`config.mk`:
```
export PLATFORM = sky130hd
export DESIGN_NAME = seq_det_window_counter
export DESIGN_NICKNAME = d
export VERILOG_FILES = /design/src/rtl/seq_det_window_counter.sv
export SDC_FILE = /design/constraint.sdc
export NUM_CORES = 1
export LEC_CHECK = 0
export ABC_AREA = 0
export BUFFER_PORTS_ARGS = -buffer_cell sky130_fd_sc_hd__buf_2
export CORE_MARGIN = 8
export CORE_UTILIZATION = 58
export DETAILED_ROUTE_END_ITERATION = 16
export PLACE_DENSITY = 0.93
export SYNTH_ARGS = -nofsm -noshare
export SYNTH_HDL_FRONTEND = slang
export SYNTH_SLANG_ARGS = --single-unit
```
`constraint.sdc`:
```
create_clock -name clk -period 4.38 [get_ports clk]
set_clock_uncertainty 0.2 [all_clocks]
set_input_delay 0.438 -clock clk [delete_from_list [all_inputs] [get_ports clk]]
set_output_delay 0.438 -clock clk [all_outputs]
set_load 0.01 [all_outputs]
```
`src/rtl/seq_det_window_counter.sv`:
```
// Counts detector pulses over windows of WINDOW enabled cycles and reports each window total.
// Latency: the report is registered on the window's closing edge and visible the next cycle.
// Backpressure: one report slot; a window closing on an unaccepted report is dropped and sets a sticky overrun flag.
module seq_det_window_counter #(
    parameter int WINDOW = 16,
    parameter int CNT_W  = 5,
    parameter int SEQ_W  = 4
) (
    input  logic             clk,
    input  logic             rst,
    input  logic             en,
    input  logic             det_in,
    input  logic             clr,
    output logic [CNT_W-1:0] rpt_count,
    output logic [SEQ_W-1:0] rpt_seq,
    output logic             rpt_valid,
    input  logic             rpt_ready,
    output logic             overrun
);

    localparam int                PW       = $clog2(WINDOW);
    localparam logic [PW-1:0]     LAST_POS = PW'(WINDOW - 1);
    localparam logic [CNT_W-1:0]  CNT_MAX  = '1;

    logic [PW-1:0]    pos;
    logic [CNT_W-1:0] cnt;
    logic [CNT_W-1:0] cnt_next;
    logic [SEQ_W-1:0] seq;
    logic             closing;
    logic             slot_free;

    // A pulse on the closing cycle still belongs to the window being closed.
    always_comb begin
        cnt_next = cnt;
        if (det_in && (cnt != CNT_MAX)) begin
            cnt_next = cnt + 1'b1;
        end
    end

    assign closing   = en && !clr && (pos == LAST_POS);
    assign slot_free = !rpt_valid || rpt_ready;

    always_ff @(posedge clk or posedge rst) begin
        if (rst) begin
            pos <= '0;
            cnt <= '0;
            seq <= '0;
        end else if (clr) begin
            pos <= '0;
            cnt <= '0;
        end else if (en) begin
            if (pos == LAST_POS) begin
                pos <= '0;
                cnt <= '0;
                seq <= seq + 1'b1;
            end else begin
                pos <= pos + 1'b1;
                cnt <= cnt_next;
            end
        end
    end

    // Accepting the old report and loading a new one can share an edge, so no bubble appears.
    always_ff @(posedge clk or posedge rst) begin
        if (rst) begin
            rpt_count <= '0;
            rpt_seq   <= '0;
            rpt_valid <= 1'b0;
        end else if (closing && slot_free) begin
            rpt_count <= cnt_next;
            rpt_seq   <= seq;
            rpt_valid <= 1'b1;
        end else if (rpt_valid && rpt_ready) begin
            rpt_valid <= 1'b0;
        end
    end

    always_ff @(posedge clk or posedge rst) begin
        if (rst) begin
            overrun <= 1'b0;
        end else if (clr) begin
            overrun <= 1'b0;
        end else if (closing && !slot_free) begin
            overrun <= 1'b1;
        end
    end

endmodule

```
; ---- After elaboration in Yosys (flattened, before gate mapping)
; Index checks and enable logic that the tools add are counted.
; W data, S select, Z words.
[word_totals]
regBits = 24
latch_bits = 0
mem_bits_rw = 0
romBits = 0
inputBits = 6
mem_count = 0
[classes]
add_sub_neg = 3
multipliers = 0
n_div = 0
order_cmp = 0
eq_ne = 2
n_shift = 0
mux = 11
n_bitwise = 1
reduce_logical = 14
[ops]
columns = cell, n
row1 = $mux W5, 4
row2 = $mux W4, 3
row3 = $add A4 B1 Y4 const B, 2
row4 = $logic_and A1 B1 Y1, 6
row5 = $reduce_bool A2 Y1, 3
row6 = $add A5 B1 Y5 const B, 1
row7 = $ne A5 B5 Y1 const B, 1
row8 = $eq A4 B4 Y1 const B, 1
row9 = $mux W1, 4
row10 = $logic_not A1 Y1, 3
row11 = $reduce_and A3 Y1, 1
row12 = $logic_or A1 B1 Y1, 1
row13 = $not A1 Y1, 1

; ---- Longest topological paths before layout
[logic_depth]
word_depth = 6
ltp_mapped = 8

; ---- Worst setup path before layout
; No wires, ideal clock.
[synth_path]
path_type = register to register
start = register cnt[0]
end = register cnt[3]
setup_ns = 0.082
arrival_ns = 1.848
t_required_ns = 4.098
setup_slack_ns = 2.250
stages_incl_launch_ff = 9
n_path_buf = 1
period_less_slack_ns = 2.130
path_cell_list = dfrtp_1 > ha_1 > and3_1 > ha_1 > nor2b_1 > buf_2 > nand4_1 > o31a_1 > a31oi_1
[synth_via]
elab_chain_cells = 6
[synth_rtl]
columns = element, line
row1 = from (decl), 26  ; logic [CNT_W-1:0] cnt;
row2 = from (signal assigned), 58  ; cnt <= cnt_next;
row3 = "parallel branches: the longest is 2 deep, another holds $add A5 B1 Y5", -
row4 = $mux W5 (*), 35  ; if (det_in && (cnt != CNT_MAX)) begin
row5 = $mux W5 (*), 52  ; if (pos == LAST_POS) begin
row6 = $mux W5 (*), 51  ; end else if (en) begin
row7 = $mux W5 (*), 48  ; end else if (clr) begin
; Every way passes the cells marked *. The select of a mux whose other input is x is not followed.
; A chain may end at the register's enable or synchronous reset.

; ---- Worst setup path after layout
; Same ends and word-level chain as after synthesis.

==> impl_metrics.env <==
export IMPL_status="complete, no violations"
export IMPL_postCtsSetupBuffers=0
export IMPL_hold_buffers=0
export IMPL_worstSetupEndpointType="flip-flop"
export IMPL_cpPeakStageDelay_ns=0.56
export IMPL_yosysUniqueCellTypes=27
export IMPL_clock_latency_ns=0.31
export IMPL_powerDensity_mw_per_mm2=334
export IMPL_path_max_fanout=10
export IMPL_antenna_found_initial=0
export IMPL_avgSynthCellArea_sq_um=11.1
export IMPL_grt_use_total=0.118
export IMPL_cp_slowest_cell="nor2b_1"
export IMPL_cts_made_buffers=3
export IMPL_hold_violations=0
export IMPL_synth_area_leaders="dfrtp_1, xnor2_1, ha_1"
export IMPL_max_freq_mhz=376
export IMPL_timing_slew_headroom=0.429
export IMPL_leakagePower_nw=0.651
export IMPL_dieArea_sq_mm=0.00356
export IMPL_wl_per_cell_um=13.3
export IMPL_worst_endpoint_arrival_ns=2.71
export IMPL_startpoint_type="flip-flop"
export IMPL_setup_slack_ns=1.72
export IMPL_cts_tree="yes"
export IMPL_hold_path_class="input pin to asynchronous set/reset pin"
export IMPL_period_share=0.607
export IMPL_fillCellCount=155
export IMPL_cp_cell_sequence="ha_1 > and3_1 > ha_1 > nor2b_1 > nand4_1 > o31a_1 > a31oi_1"
export IMPL_io_pins=17
export IMPL_crit_buf_inv=0
export IMPL_wirelength_um=1910
export IMPL_crit_path_frequent_cell="ha_1"
export IMPL_num_vias=753
export IMPL_synth_warnings=0
export IMPL_clock_sinks=24
export IMPL_fin_area_sq_mm=0.00125
export IMPL_syn_nets=110
export IMPL_synth_most_common_cell="dfrtp_1"
export IMPL_drv_cap=0
export IMPL_drc=0
export IMPL_ys_top_cells_by_count="dfrtp_1, nand2_1, nor2_1"
export IMPL_antenna_left=0
export IMPL_htree_levels=1
export IMPL_vdd_ir_drop_max_mv=0.236
export IMPL_core_area_sq_mm=0.00188
export IMPL_layout_nets=128
export IMPL_synthArstFlopShare=1.00
export IMPL_grt_pass1_wl_um=3120
export IMPL_synth_flop_cell="dfrtp_1"
export IMPL_setup_viol=0
export IMPL_viasPerCell=5.23
export IMPL_drt_initial_drc_count=13
export IMPL_synthesis_area_sq_mm=0.00111
export IMPL_drive_above_1_share=0.222
export IMPL_place_congestion=0.763
export IMPL_placed_cell_area_sq_mm=0.00120
export IMPL_crit_family="simple AND/OR/NAND/NOR gates"
export IMPL_rsz0062_at_grt="no"
export IMPL_overflow=0
export IMPL_cts_repair_resized=0
export IMPL_diodes=0
export IMPL_die_height_um=59.7
export IMPL_worst_pin_slew_ns=0.856
export IMPL_chipWidth_um=59.7
export IMPL_finalNonFillerCells=144
export IMPL_synth_edff_count=0
export IMPL_cts_clk_slew_worst_paths_ns=0.13
export IMPL_port_buffers=16
export IMPL_power_w=0.000418
export IMPL_cts_buffer_depth=2
export IMPL_synth_top_area_frac=0.542
export IMPL_required_ns=4.43
export IMPL_seq_area_frac_synth=0.542
export IMPL_pre_cts_ws_ns=1.76
export IMPL_grt_pass1_vias=719
export IMPL_yosys_area_top_type="dfrtp_1"
export IMPL_synth_cells=100
export IMPL_drt_first_pass_iters=4
export IMPL_slew_viol_final=0
export IMPL_min_period_ns=2.66
export IMPL_rows=16
export IMPL_area_delta_synth_final_pct=13.1
export IMPL_path_class="flip-flop to flip-flop"
export IMPL_multi_input_area_sq_um=474
export IMPL_dpl_hpwl_um=1440
export IMPL_initial_core_util=0.588
export IMPL_cts_root_buf="clkbuf_4"
export IMPL_fin_tns_setup_ns=0
export IMPL_seq_area_sq_um=601
export IMPL_ys_ff_latch=24
export IMPL_grt_max_degree=25
export IMPL_place_inst=140
## cells by family after synthesis
family	synth area share
AO/OA/AOI/OAI	0.0881
adder cells (fa/ha/maj)	0.0452
AND/OR/NAND/NOR	0.164
multiplexers	0.0678
flip-flops	0.542
buffers and inverters	0.0294
XOR/XNOR	0.0633
## stage by stage
stage | hold WS (ns) | utilization
after floorplan | 0.238 | -
after global placement | 0.258 | 0.638
after detailed placement | 0.279 | 0.638
after CTS | 0.105 | 0.666
after global routing | 0.167 | 0.666
final | 0.0741 | 0.666
## state kept, by name, summed over array words and instances (netlist names)
| register | count |
|---|---|
| cnt | 5 |
| overrun | 1 |
| pos | 4 |
| rpt_count | 5 |
| rpt_seq | 4 |
| rpt_valid | 1 |
| seq | 4 |
## power breakdown
part | internal, W | switching [W] | total (W)
combinational | 0.0000110 | 0.0000162 | 0.0000271
sequential | 0.000227 | 0.00000547 | 0.000232
clock | 0.0000925 | 0.0000662 | 0.000159
total | 0.000330 | 0.0000878 | 0.000418
## layout make-up
type | instances | area share
inverters | 3 | 0.00899
clock buffers | 3 | 0.0180
well taps | 27 | 0.0270
clock inverters | 1 | 0.0240
repair buffers | 16 | 0.0639
multi-input cells | 70 | 0.379
flip-flops and latches | 24 | 0.480
## cell usage in the layout (no fill, tap or decap)
| master | instances |
|---|---|
| a21oi_1 | 5 |
| a31oi_1 | 4 |
| a32o_1 | 2 |
| and3_1 | 2 |
| buf_2 | 16 |
| bufinv_16 | 1 |
| clkbuf_4 | 3 |
| dfrtp_1 | 24 |
| ha_1 | 4 |
| inv_1 | 3 |
| mux2_2 | 4 |
| mux2i_1 | 3 |
| nand2_1 | 13 |
| nand2b_1 | 2 |
| nand3_1 | 1 |
| nand4_1 | 2 |
| nor2_1 | 10 |
| nor2b_1 | 1 |
| nor3_1 | 2 |
| nor4b_4 | 1 |
| o21ai_0 | 1 |
| o22ai_1 | 1 |
| o31a_1 | 1 |
| o31ai_1 | 1 |
| or2_2 | 1 |
| or3_1 | 1 |
| xnor2_1 | 6 |
| xor2_1 | 2 |
## worst paths after layout
check | start | end | slack (ns) | cells after the start
max in group asynchronous | rst | pos[2] | 3.39 | 2
min reg2reg | seq[3] | seq[3] | 0.29 | 1
min | rst | rpt_seq[3] | 0.07 | 2
max | cnt[0] | cnt[3] | 1.72 | 7
min in group clk | clr | pos[0] | 0.19 | 2
max reg2reg | cnt[0] | cnt[3] | 1.72 | 7
## worst reg2reg max path, delay by kind of cell, from the launching register on
family	cells	cell delay, ns
AO/OA/AOI/OAI	2	0.49
AND/OR/NAND/NOR	3	1.04
adder cells (fa/ha/maj)	2	0.42
flip-flops	1	0.45
## layer usage
layer | vias up | track usage | part of all wire
met4 | 0 | 0.0884 | 0.029
met2 | 17 | 0.188 | 0.47
met3 | 5 | 0.0258 | 0.049
met1 | 351 | 0.134 | 0.46
li1 | 380 | - | -
met5 | - | 0 | 0
(Power assumes the default switching activity.)
